### config.mk
export PLATFORM = sky130hd
export DESIGN_NAME = btn_step_counter
export DESIGN_NICKNAME = d
export VERILOG_FILES = /design/src/rtl/btn_step_counter_pkg.sv /design/src/rtl/btn_step_counter_channel.sv /design/src/rtl/btn_step_counter.sv
export SDC_FILE = /design/constraint.sdc
export NUM_CORES = 1
export LEC_CHECK = 0
export BUFFER_PORTS_ARGS = -buffer_cell sky130_fd_sc_hd__buf_4
export CELL_PAD_IN_SITES_DETAIL_PLACEMENT = 1
export CELL_PAD_IN_SITES_GLOBAL_PLACEMENT = 1
export CORE_MARGIN = 4
export CORE_UTILIZATION = 52
export CTS_BUF_LIST = sky130_fd_sc_hd__clkbuf_2 sky130_fd_sc_hd__clkbuf_4 sky130_fd_sc_hd__clkbuf_8
export DETAILED_ROUTE_END_ITERATION = 10
export GPL_TIMING_DRIVEN = 0
export PLACE_DENSITY = 0.95
export SYNTH_ARGS = -nofsm -noshare
export SYNTH_HDL_FRONTEND = slang
export SYNTH_SLANG_ARGS = --single-unit
export TNS_END_PERCENT = 30
### constraint.sdc
create_clock -name CLK -period 4.77 [get_ports CLK]
set_input_delay 0 -clock CLK [delete_from_list [all_inputs] [get_ports CLK]]
set_output_delay 0 -clock CLK [all_outputs]
set_load 0.1 [all_outputs]
### src/rtl/btn_step_counter_pkg.sv
// Shared types and constants for the push-button step counter and the
// OLED colour logic that consumes its match flag.
package btn_step_counter_pkg;

  typedef enum logic [1:0] {
    ST_IDLE,
    ST_LOCK_P,
    ST_HELD,
    ST_LOCK_R
  } ch_state_e;

  localparam int unsigned DEF_TICK_DIV      = 100000;
  localparam int unsigned DEF_LOCKOUT_TICKS = 200;

  // RGB565 colours for the match indicator on the OLED renderer
  localparam logic [15:0] COLOR_MATCH    = 16'h07E0;
  localparam logic [15:0] COLOR_NO_MATCH = 16'hF800;
  localparam logic [15:0] COLOR_BG       = 16'h0000;

  function automatic int unsigned step_value(input int unsigned cur,
                                             input logic        down,
                                             input int unsigned modulus);
    if (down) begin
      return (cur == 0) ? modulus - 1 : cur - 1;
    end
    return (cur == modulus - 1) ? 0 : cur + 1;
  endfunction

endpackage

### src/rtl/btn_step_counter_channel.sv
// One button channel: 2-FF synchroniser, press/release lockout FSM with
// optional auto-repeat, and the modulo step counter.
module btn_channel
  import btn_step_counter_pkg::*;
#(
  parameter int unsigned CNT_W         = 3,
  parameter int unsigned MODULUS       = 6,
  parameter int unsigned LOCKOUT_TICKS = DEF_LOCKOUT_TICKS,
  parameter int unsigned REPEAT_TICKS  = 0
) (
  input  logic             clk,
  input  logic             rst_n,
  input  logic             tick,
  input  logic             btn,
  input  logic             dir,
  input  logic             clr,
  output logic [CNT_W-1:0] count,
  output logic             step_pulse,
  output logic             held
);

  localparam int unsigned TMR_W = $clog2(LOCKOUT_TICKS + 1);
  localparam int unsigned REP_W = (REPEAT_TICKS > 1) ? $clog2(REPEAT_TICKS) : 1;
  localparam logic [TMR_W-1:0] TMR_LOAD = TMR_W'(LOCKOUT_TICKS);
  localparam logic [TMR_W-1:0] TMR_ONE  = TMR_W'(1);
  localparam logic [REP_W-1:0] REP_LAST = REP_W'(REPEAT_TICKS - 1);

  ch_state_e        state_q, state_d;
  logic [1:0]       sync_q, sync_d;
  logic [TMR_W-1:0] timer_q, timer_d;
  logic [REP_W-1:0] rep_q, rep_d;
  logic [CNT_W-1:0] count_q, count_d;
  logic             step_pulse_q, step_pulse_d;
  logic             held_q, held_d;
  logic             btn_s;
  logic             step;

  assign btn_s = sync_q[1];

  always_comb begin
    sync_d  = {sync_q[0], btn};
    state_d = state_q;
    timer_d = timer_q;
    rep_d   = rep_q;
    step    = 1'b0;
    unique case (state_q)
      ST_IDLE: begin
        if (btn_s) begin
          step    = 1'b1;
          timer_d = TMR_LOAD;
          state_d = ST_LOCK_P;
        end
      end
      ST_LOCK_P: begin
        // Transition happens on the tick that would take the timer to zero
        if (tick) begin
          if (timer_q == TMR_ONE) begin
            rep_d = '0;
            if (btn_s) begin
              state_d = ST_HELD;
            end else begin
              state_d = ST_LOCK_R;
              timer_d = TMR_LOAD;
            end
          end else begin
            timer_d = timer_q - TMR_ONE;
          end
        end
      end
      ST_HELD: begin
        if (!btn_s) begin
          state_d = ST_LOCK_R;
          timer_d = TMR_LOAD;
        end else if ((REPEAT_TICKS != 0) && tick) begin
          if (rep_q == REP_LAST) begin
            step  = 1'b1;
            rep_d = '0;
          end else begin
            rep_d = rep_q + REP_W'(1);
          end
        end
      end
      ST_LOCK_R: begin
        if (tick) begin
          if (timer_q == TMR_ONE) begin
            state_d = ST_IDLE;
          end else begin
            timer_d = timer_q - TMR_ONE;
          end
        end
      end
      default: state_d = ST_IDLE;
    endcase

    count_d = count_q;
    if (clr) begin
      count_d = '0;
    end else if (step) begin
      count_d = CNT_W'(step_value(int'(count_q), dir, MODULUS));
    end
    step_pulse_d = step;
    held_d       = (state_d == ST_HELD);
  end

  always_ff @(posedge clk or negedge rst_n) begin
    if (!rst_n) begin
      state_q      <= ST_IDLE;
      sync_q       <= '0;
      timer_q      <= '0;
      rep_q        <= '0;
      count_q      <= '0;
      step_pulse_q <= 1'b0;
      held_q       <= 1'b0;
    end else begin
      state_q      <= state_d;
      sync_q       <= sync_d;
      timer_q      <= timer_d;
      rep_q        <= rep_d;
      count_q      <= count_d;
      step_pulse_q <= step_pulse_d;
      held_q       <= held_d;
    end
  end

  assign count      = count_q;
  assign step_pulse = step_pulse_q;
  assign held       = held_q;

endmodule

### src/rtl/btn_step_counter.sv
// Multi-channel push-button step counter: shared lockout tick divider,
// N_CH button channels and a registered all-channels-equal flag.
module btn_step_counter
  import btn_step_counter_pkg::*;
#(
  parameter int unsigned N_CH          = 3,
  parameter int unsigned CNT_W         = 3,
  parameter int unsigned MODULUS       = 6,
  parameter int unsigned TICK_DIV      = DEF_TICK_DIV,
  parameter int unsigned LOCKOUT_TICKS = DEF_LOCKOUT_TICKS,
  parameter int unsigned REPEAT_TICKS  = 0
) (
  input  logic                   CLK,
  input  logic                   RESETn,
  input  logic [N_CH-1:0]        btn,
  input  logic [N_CH-1:0]        dir,
  input  logic                   clr_all,
  output logic [N_CH*CNT_W-1:0]  count,
  output logic [N_CH-1:0]        step_pulse,
  output logic [N_CH-1:0]        held,
  output logic                   all_equal,
  output logic [CNT_W-1:0]       match_val
);

  localparam int unsigned DIV_W = $clog2(TICK_DIV);
  localparam logic [DIV_W-1:0] DIV_LAST = DIV_W'(TICK_DIV - 1);

  logic [DIV_W-1:0] div_q, div_d;
  logic             tick;
  logic             all_equal_q, all_equal_d;
  logic [CNT_W-1:0] match_val_q, match_val_d;

  always_comb begin
    tick  = (div_q == DIV_LAST);
    div_d = tick ? '0 : div_q + DIV_W'(1);
  end

  for (genvar g = 0; g < N_CH; g++) begin : g_ch
    btn_channel #(
      .CNT_W         (CNT_W),
      .MODULUS       (MODULUS),
      .LOCKOUT_TICKS (LOCKOUT_TICKS),
      .REPEAT_TICKS  (REPEAT_TICKS)
    ) u_channel (
      .clk        (CLK),
      .rst_n      (RESETn),
      .tick       (tick),
      .btn        (btn[g]),
      .dir        (dir[g]),
      .clr        (clr_all),
      .count      (count[g*CNT_W +: CNT_W]),
      .step_pulse (step_pulse[g]),
      .held       (held[g])
    );
  end

  always_comb begin
    all_equal_d = 1'b1;
    for (int unsigned i = 1; i < N_CH; i++) begin
      if (count[i*CNT_W +: CNT_W] != count[CNT_W-1:0]) begin
        all_equal_d = 1'b0;
      end
    end
    match_val_d = count[CNT_W-1:0];
  end

  always_ff @(posedge CLK or negedge RESETn) begin
    if (!RESETn) begin
      div_q       <= '0;
      all_equal_q <= 1'b1;
      match_val_q <= '0;
    end else begin
      div_q       <= div_d;
      all_equal_q <= all_equal_d;
      match_val_q <= match_val_d;
    end
  end

  assign all_equal = all_equal_q;
  assign match_val = match_val_q;

endmodule
==> results of run 1 <==
==> worst min-delay path by stage <==
stage                       start  slack (ns)                                     end
after floorplan            RESETn       -0.30                      div_q[0]$_DFF_PN0_
after global placement     btn[2]        0.11   g_ch[2].u_channel.sync_q[0]$_DFF_PN0_
after detailed placement   btn[2]        0.11   g_ch[2].u_channel.sync_q[0]$_DFF_PN0_
after CTS                 clr_all        0.03  g_ch[1].u_channel.count[2]$_DFFE_PN0P_
after global routing      clr_all        0.07  g_ch[0].u_channel.count[1]$_DFFE_PN0P_
final                      dir[1]        0.04  g_ch[1].u_channel.count[0]$_DFFE_PN0P_
==> registers in the layout (all words and copies together), names as in the netlist <==
signal                     cells
match_val                      3
g_ch.u_channel.sync_q          6
g_ch.u_channel.step_pulse      3
div_q                         17
g_ch.u_channel.held            3
all_equal                      1
g_ch.u_channel.state_q         6
g_ch.u_channel.count           9
g_ch.u_channel.timer_q        24
==> logic make-up (layout without fill, tap and decap cells) <==
kind of cell	after synthesis	count (layout)
and+or+nand+nor	176	176
AOI/OAI and AO/OA	81	81
DFF	72	72
buffers and inverters	38	84
xor gates and xnor gates	17	17
adders and majority gates	10	10
muxes	9	9
==> metal layers <==
layer  wire length [um]  up-vias  global-route usage [%]
met1               4870     1729                    36.2
met2               5950      141                    49.1
met4                542        0                    14.7
met3                662       59                    6.01
met5                  0        -                       0
li1                   -     1526                       -
==> worst reg2reg max path, cell delays in order, from the launching register on <==
cell and delay, ns:
dfrtp_1 0.41, ha_1 0.24, and4_1 0.32, and4_1 0.21
clkbuf_2 0.22, nor3b_2 0.49, nor3_2 0.17, a211o_1 0.34
==> metrics by stage <==
step | utilization [%] | area [um^2] | std cells | hold slack, ns
finish | 60.9 | 4420 | 548 | 0.0357
global route | 60.9 | 4420 | 548 | 0.0650
CTS | 60.9 | 4420 | 548 | 0.0264
detailed placement | 57.7 | 4190 | 528 | 0.110
global placement | 57.7 | 4190 | 528 | 0.110
floorplan | - | 3870 | 403 | -0.296
==> timing repair <==
item,CTS,global route
endpoints found under the hold margin,74,0
setup endpoints to repair,0,0
hold buffers,4,0
resized for setup,0,0
==> Yosys cell counts (7+ instances only) <==
cell type	count	area share (%)
nor2_1	36	3.5
o21ai_0	20	2.6
nand2_1	26	2.5
nand2b_1	8	1.3
or3_1	13	2.1
nand4_1	10	1.6
a21oi_1	20	2.6
clkbuf_1	9	0.87
dfrtp_1	71	46
and4_1	7	1.6
nor2b_1	9	1.5
nor3_1	13	1.7
nand3_1	21	2.7
xnor2_1	13	2.9
ha_1	10	3.2
inv_1	20	1.9
==> cell type report <==
type | count | area (um^2)
Inverter | 20 | 75.1
Buffer | 18 | 92.6
Fill cell | 823 | 2830
Tap cell | 99 | 124
Sequential cell | 72 | 1800
Clock buffer | 10 | 131
Clock inverter | 6 | 60.1
Multi-Input combinational cell | 293 | 1900
Timing Repair Buffer | 30 | 235
==> power groups by stage <==
stage | Sequential [mW] | Clock (mW) | Combinational [mW]
after floorplan | 0.638 | 0 | 0.0269
after global placement | 0.640 | 0 | 0.0482
after detailed placement | 0.642 | 0 | 0.0516
after CTS | 0.630 | 0.494 | 0.0554
after global routing | 0.632 | 0.534 | 0.0625
final | 0.631 | 0.502 | 0.0564
==> metrics.txt, run 1 <==
status completed; Gate power share 4.7%; Synth Warn # 0; max cap viols 0; remaining antenna violation count 0; Max Slew Vio Count 0; clock share of power 42.2%; pwr dens 269 mW/mm^2; FF-to-FF path depth 7; cell mode on critical path and4_1; CTS root buf clkbuf_8; Max IR drop VDD 0.175 mV; port buffer count 26; endpoints failing setup 0; unique cell type count in the Yosys netlist 59; vias in the first global route 3,670; reg-to-reg endpoint g_ch[1].u_channel.timer_q[5]$_DFFE_PN0P_; drt drc 0; n_diodes 0; crit-path max FO 8; Skew-Pair Late Insertion Delay 0.38 ns; internal power 885 uW; total setup buffers inserted after CTS 0; Clock Sinks 72; Chip Height 94.3 um; CP Capture Point g_ch[1].u_channel.timer_q[5]$_DFFE_PN0P_; Setup WS pre-CTS 2.40 ns; post-synthesis cell count 403; cell area after synthesis 0.00387 mm^2; Initial Utilization 53.3%; remaining global-route overflow 0; sequential area share after synthesis 46.6%; Critical Path Slowest Stage Cell nor3b_2; post-synthesis register bit count 72; Post-Synth Adder-Cell Area 3.23%; crit-path cells ha_1 -> and4_1 -> and4_1 -> clkbuf_2 -> nor3b_2 -> nor3_2 -> a211o_1; commonest non-fill, non-tap cell in the layout dfrtp_1; clock tree buffer depth 2; I/O pins 28; Worst EP required 5.03 ns; final hold vios 0; Worst-Margin Slew 0.915 ns; Synth Area in Compound Gates 13.6%; number of antenna violations at the first check in global routing 0; final period utilization 52.3%; hold path depth 5; Avg Vias per Cell 6.30; GRT Total Usage 29.5%; Worst Skew 0.0227 ns; die width 94.3 um; largest family of logic cells by synthesized area simple AND/OR/NAND/NOR gates; Synth Area in Simple Gates 25.9%; CP Depth 7; Die ar. 0.00888 mm^2; core box area 0.00725 mm^2; DR iter-0 viols 194; total power 1.19 mW; CTS tree yes; CP bufs+invs 1; syn_area_per_cell 9.60 um^2; Post-synth top flop dfrtp_1; Max Freq 401 MHz; reg2reg setup slack 2.28 ns; CP startpoint kind flip-flop; ys async rst share 100%; drt wl/cell 21.9 um; pin count of the biggest net entering global routing 73; Clk pin slew, worst setup/hold paths 0.09 ns; worst setup margin 2.28 ns; first-pass GRT wire length 20,000 um; Min-Delay Path Class input port to flip-flop; synthesis-to-finish area growth 14.2%; H-tree depth 3; cts bufs inserted 9; sw frac 25.6%; GP Congestion 0.856; number of flops mapped to enable cells by yosys 0; RSZ-0062 raised after global routing false; most frequent cells in the layout dfrtp_1, nor2_1, buf_4; fraction of layout cells with a size suffix above 1 14.7%; Rows 31; Crit Path Class flip-flop to flip-flop; net switching power figure 305 uW; Syn Nets 422; crit-path max cell delay 0.49 ns; P_leak 1.97 nW; Worst R2R Start div_q[0]$_DFF_PN0_; Period minus WS final 2.49 ns; Setup Total Neg Slack 0 ns; Critical Path Source div_q[0]$_DFF_PN0_; drt pass-1 iters 5; Final Routed Wirelength 12,000 um; sequential share of power 53.0%; crit path capture type flip-flop; xor-xnor portion of the synthesized cell area 3.85%; Top delay family on crit path simple AND/OR/NAND/NOR gates; DP HPWL 7560 um; vias 3,455; mux share of post-synthesis cell area 2.46%; Nets 463; Slew headroom 39.0%; WP data arrival 2.76 ns
Note: power is estimated with default switching activity, not from simulation.
==> run 2: changes to the inputs <==
--- a/config.mk
+++ b/config.mk
@@ -9,11 +9,11 @@
 export CELL_PAD_IN_SITES_DETAIL_PLACEMENT = 1
 export CELL_PAD_IN_SITES_GLOBAL_PLACEMENT = 1
 export CORE_MARGIN = 4
-export CORE_UTILIZATION = 52
+export CORE_UTILIZATION = 44
 export CTS_BUF_LIST = sky130_fd_sc_hd__clkbuf_2 sky130_fd_sc_hd__clkbuf_4 sky130_fd_sc_hd__clkbuf_8
 export DETAILED_ROUTE_END_ITERATION = 10
 export GPL_TIMING_DRIVEN = 0
-export PLACE_DENSITY = 0.95
+export PLACE_DENSITY = 0.89
 export SYNTH_ARGS = -nofsm -noshare
 export SYNTH_HDL_FRONTEND = slang
 export SYNTH_SLANG_ARGS = --single-unit
==> constraint.sdc (replaced) <==
create_clock -name CLK -period 2.15 [get_ports CLK]
set_input_delay 0 -clock CLK [delete_from_list [all_inputs] [get_ports CLK]]
set_output_delay 0 -clock CLK [all_outputs]
set_load 0.1 [all_outputs]
==> metrics.txt, run 2 (synthesis gave the netlist of run 1 again) <==
status finished, violations left; failing checks negative setup slack; core box area 0.00838 mm^2 (+16%); Initial Utilization 46.2% (-7.2 points); cts bufs inserted 9 (unchanged); worst setup margin -0.00277 ns (-2.28 ns); Crit Path Class flip-flop to flip-flop; Non-Filler Instances 559 (+2.0%); drt wl/cell 18.3 um (-17%); I/O pins 28 (unchanged); Setup Total Neg Slack -0.00277 ns (-0.00277 ns); Max Slew Vio Count 0 (unchanged); remaining global-route overflow 0 (unchanged); Worst-Margin Slew 0.937 ns (+0.0229 ns); Max IR drop VDD 0.351 mV (+100%); final hold vios 0 (unchanged); Critical Path Slowest Stage Cell or4_4; fin util 55.2% (-5.7 points); vias 3,309 (-4.2%); pwr dens 617 mW/mm^2 (+130%); crit-path cells or4_4 -> or3b_4 -> and3_4 -> and3_1 -> a211o_1; CP startpoint kind flip-flop; GP Congestion 0.825 (-3.7%); commonest non-fill, non-tap cell in the layout dfrtp_1; Final Routed Wirelength 10,200 um (-15%); vias in the first global route 3,466 (-5.6%); Clock Sinks 72 (unchanged); H-tree depth 3 (unchanged); endpoints failing setup 1 (+1); drt pass-1 iters 5 (unchanged); Top delay family on crit path simple AND/OR/NAND/NOR gates; Min-Delay Path Class input port to flip-flop; total power 2.86 mW (+140%); Skew-Pair Late Insertion Delay 0.35 ns (-0.03 ns); Slew headroom 37.5% (-1.5 points); crit-path max FO 6 (-2); crit path capture type flip-flop; Avg Vias per Cell 5.92 (-6.1%); GRT Total Usage 20.7% (-8.7 points); most frequent cells in the layout dfrtp_1, buf_4, nor2_1; fraction of layout cells with a size suffix above 1 18.9% (+4.2 points); number of antenna violations at the first check in global routing 0 (unchanged); synthesis-to-finish area growth 19.7%; crit-path max cell delay 0.56 ns (+0.07 ns); Rows 33 (+6.5%); WHS 0.0492 ns (+0.0135 ns); Max Freq 465 MHz (+16%); final period utilization 100% (+48 points); Nets 468 (+1.1%); clock tree buffer depth 2 (unchanged); max cap viols 0 (unchanged); P_leak 2.05 nW (+4.1%); first-pass GRT wire length 17,200 um (-14%); max FFs per register 24 (unchanged); n_diodes 0 (unchanged); Chip Height 102 um (+8.0%); Worst EP required 2.39 ns (-2.64 ns); port buffer count 26 (unchanged); die width 102 um (+8.0%); drt drc 0 (unchanged); WP data arrival 2.39 ns (-0.37 ns); Die ar. 0.0104 mm^2 (+17%); Top reg by flops g_ch.u_channel.timer_q; pin count of the biggest net entering global routing 73 (unchanged); Clk pin slew, worst setup/hold paths 0.09 ns (about the same); Period minus WS final 2.15 ns (-0.342 ns); CTS tree yes; RSZ-0062 raised after global routing true; CP bufs+invs 0 (-1); Worst Skew 0.0173 ns (-0.00535 ns); CTS root buf clkbuf_8; DP HPWL 6780 um (-10%); DR iter-0 viols 130 (-33%); remaining antenna violation count 0 (unchanged); cell total after placement 534 (+1.1%)
-- run 2: where the power goes --
group          switching, mW  internal [mW]  total, mW  leakage (nW)
Combinational         0.0728         0.0505      0.123         0.997
Sequential            0.0248           1.37       1.40         0.929
Clock                  0.521          0.816       1.34         0.127
Total                  0.619           2.24       2.86          2.05
-- run 2: metrics by stage --
step / setup slack [ns] / area, um^2
finish: -0.00277 / 4630
global route: -0.0372 / 4630
CTS: 0.0107 / 4540
detailed placement: -0.247 / 4200
global placement: -0.142 / 4200
floorplan: 0.107 / 3870
-- run 2: final cells by class --
type,count,area (um^2)
plain buffers,18,104
clock buffers,11,145
clock inverters,5,104
inverters,20,75.1
well taps,105,131
fillers,951,3750
repair buffers,35,273
flip-flops and latches,72,1800
multi-input cells,293,1990
-- run 2: worst paths after layout --
check                                                              start                                        to  slack (ns)  cells after the start
worst max-delay path            g_ch[2].u_channel.timer_q[6]$_DFFE_PN0P_  g_ch[2].u_channel.timer_q[4]$_DFFE_PN0P_      -0.003                      5
worst min-delay path                                              dir[1]    g_ch[1].u_channel.count[0]$_DFFE_PN0P_        0.05                      5
worst max register to register  g_ch[2].u_channel.timer_q[6]$_DFFE_PN0P_  g_ch[2].u_channel.timer_q[4]$_DFFE_PN0P_      -0.003                      5
worst min register to register     g_ch[1].u_channel.sync_q[0]$_DFF_PN0_     g_ch[1].u_channel.sync_q[1]$_DFF_PN0_        0.35                      0
max in group asynchronous                                         RESETn  g_ch[0].u_channel.timer_q[7]$_DFFE_PN0P_        1.22                      2
min in group asynchronous                                         RESETn     g_ch[1].u_channel.sync_q[0]$_DFF_PN0_        0.32                      2
-- run 2: worst min-delay path, stage by stage --
cell and delay (ns):
buf_4 0.13, nand2_1 0.05, nand3_1 0.07, o21ai_0 0.08, nor2_1 0.04
-- run 2: timing repair --
item / in CTS / in global routing
pin swaps: 2 / 2
endpoints found under the setup margin: 18 / 13
hold buffers: 4 / 0
endpoints found under the hold margin: 74 / 0
cloned: 0 / 0
gates resized for setup: 9 / 16
buffers inserted: 3 / 2
-- run 2: metal layers --
metal / GRT usage (%) / routed length (um)
met2: 34.7 / 5220
met1: 26.7 / 4470
met5: 0 / 0
met4: 8.49 / 185
met3: 3.44 / 353
==> run 3: changes to the inputs <==
--- a/config.mk
+++ b/config.mk
@@ -13,7 +13,7 @@
 export CTS_BUF_LIST = sky130_fd_sc_hd__clkbuf_2 sky130_fd_sc_hd__clkbuf_4 sky130_fd_sc_hd__clkbuf_8
 export DETAILED_ROUTE_END_ITERATION = 10
 export GPL_TIMING_DRIVEN = 0
-export PLACE_DENSITY = 0.89
+export PLACE_DENSITY_LB_ADDON = 0.1
 export SYNTH_ARGS = -nofsm -noshare
 export SYNTH_HDL_FRONTEND = slang
 export SYNTH_SLANG_ARGS = --single-unit
==> metrics.txt, run 3 (synthesis gave the netlist of run 1 again) <==
first-pass GRT wire length 15,800 um (-7.8%); P_leak 2.02 nW (-1.6%); port buffer count 26 (unchanged); drt drc 0 (unchanged); core box area 0.00838 mm^2 (unchanged); drt pass-1 iters 4 (-1); footprint of the multi-input gates 0.00197 mm^2 (-1.3%); pin count of the biggest net entering global routing 73 (unchanged); Non-Filler Instances 560 (+0.18%); synthesis-to-finish area growth 18.1%; vias 3,173 (-4.1%); total power 2.61 mW (-8.8%); Nets 469 (+0.21%); remaining antenna violation count 0 (unchanged); Clock Sinks 72 (unchanged); max cap viols 0 (unchanged); Max Freq 471 MHz (+1.5%); DP HPWL 6150 um (-9.3%); Min-Delay Path Class input port to flip-flop; I/O pins 28 (unchanged); met1 Resource Use GR 27.1% (+0.46 points); n_diodes 0 (unchanged); die width 102 um (unchanged); M2 GR Usage 30.0% (-4.7 points); RSZ-0062 raised after global routing true; pwr dens 571 mW/mm^2 (-7.6%); Rows 33 (unchanged); number of antenna violations at the first check in global routing 0 (unchanged); reg-to-reg endpoint g_ch[2].u_channel.timer_q[3]$_DFFE_PN0P_; Skew-Pair Late Insertion Delay 0.35 ns (about the same); crit path capture type flip-flop; Final Routed Wirelength 9380 um (-8.3%); fraction of layout cells with a size suffix above 1 19.6% (+0.62 points); CP startpoint kind flip-flop; most frequent cells in the layout dfrtp_1, buf_4, nor2_1; Worst Skew 0.0103 ns (-0.00704 ns); Worst R2R Start g_ch[2].u_channel.timer_q[4]$_DFFE_PN0P_; Worst EP required 2.40 ns (about the same); vias in the first global route 3,220 (-7.1%); # fillers 947 (-0.42%); Global Route met3 Usage 4.34% (+0.90 points); WP data arrival 2.37 ns (-0.02 ns); CP Capture Point g_ch[2].u_channel.timer_q[3]$_DFFE_PN0P_; Worst-Margin Slew 0.911 ns (-0.0266 ns); H-tree depth 3 (unchanged); GRT Total Usage 19.3% (-1.4 points); crit-path max FO 6 (unchanged); Period minus WS final 2.12 ns (-0.0313 ns); Crit Path Class flip-flop to flip-flop; Critical Path Source g_ch[2].u_channel.timer_q[4]$_DFFE_PN0P_; Max IR drop VDD 0.323 mV (-7.9%); Max Slew Vio Count 0 (unchanged); CTS root buf clkbuf_8; remaining global-route overflow 0 (unchanged); status completed; Initial Utilization 46.2% (unchanged); gr busiest metal met2; cell total after placement 534 (unchanged); commonest non-fill, non-tap cell in the layout dfrtp_1; clock tree buffer depth 2 (unchanged); Chip Height 102 um (unchanged); FF-to-FF path depth 5 (unchanged); reg2reg setup slack 0.03 ns (+0.03 ns); CTS tree yes; Slew headroom 39.3% (+1.8 points); GP Congestion 0.799 (-3.1%); Top reg by flops g_ch.u_channel.timer_q; final period utilization 98.7% (-1.5 points); drt wl/cell 16.8 um (-8.5%); final hold vios 0 (unchanged); Die ar. 0.0104 mm^2 (unchanged); Reg area 0.00181 mm^2 (+0.28%); endpoints failing setup 0 (-1); Avg Vias per Cell 5.67 (-4.3%); cts bufs inserted 9 (unchanged); max FFs per register 24 (unchanged); DR iter-0 viols 98 (-25%); Clk pin slew, worst setup/hold paths 0.08 ns (about the same)
==> run 3: area by class of cell <==
type | count | area share, %
flip-flops and latches | 72 | 39.6
clock inverters | 6 | 1.51
plain buffers | 16 | 2.00
well taps | 105 | 2.88
clock buffers | 10 | 2.88
repair buffers | 38 | 6.46
multi-input cells | 293 | 43.1
inverters | 20 | 1.64
==> run 3: per-layer routing <==
metal | wire (um) | up-vias | share of wire, %
met1 | 4510 | 1566 | 48
li1 | - | 1540 | -
met4 | 160 | 0 | 1.7
met2 | 4390 | 54 | 47
met3 | 328 | 13 | 3.5
met5 | 0 | - | 0
==> run 3: how the worst min path moves through the flow <==
stage,depth (start not counted),startpoint,slack (ns),to
final,4,dir[2],0.03,g_ch[2].u_channel.count[2]$_DFFE_PN0P_
after global routing,5,dir[0],0.04,g_ch[0].u_channel.count[0]$_DFFE_PN0P_
after CTS,4,dir[2],0.007,g_ch[2].u_channel.count[2]$_DFFE_PN0P_
after detailed placement,1,btn[1],0.11,g_ch[1].u_channel.sync_q[0]$_DFF_PN0_
after global placement,1,btn[2],0.11,g_ch[2].u_channel.sync_q[0]$_DFF_PN0_
after floorplan,0,RESETn,-0.30,div_q[0]$_DFF_PN0_
==> run 3: per-stage QoR <==
step / util [%] / hold slack, ns / worst slack (ns) / setup TNS [ns] / instance area, um^2
after detailed placement: 50.1 / 0.111 / -0.303 / -2.00 / 4200
final: 54.5 / 0.0274 / 0.0285 / 0 / 4570
after global placement: 50.1 / 0.110 / -0.218 / -1.10 / 4200
after CTS: 53.7 / 0.00701 / -0.00563 / -0.00563 / 4500
after global routing: 54.5 / 0.0402 / -0.116 / -0.214 / 4570
after floorplan: - / -0.296 / 0.107 / 0 / 3870
==> run 3: critical path, stage by stage (launching register included) <==
cell,delay [ns]
dfrtp_1,0.43
or4_4,0.57
or3b_4,0.43
nand3_1,0.15
nand3_2,0.14
o221a_2,0.30
==> run 3: power breakdown <==
group / switching [mW] / internal, mW
registers: 0.0244 / 1.37
clock network: 0.540 / 0.552
logic: 0.0680 / 0.0501
total: 0.632 / 1.98
==> run 3: what timing repair did <==
action	4_1_cts	5_1_grt
resized for setup	11	13
hold buffers	4	0
setup endpoints to repair	18	10
setup buffers	4	4
hold endpoints to repair	74	0
pin swaps	1	3
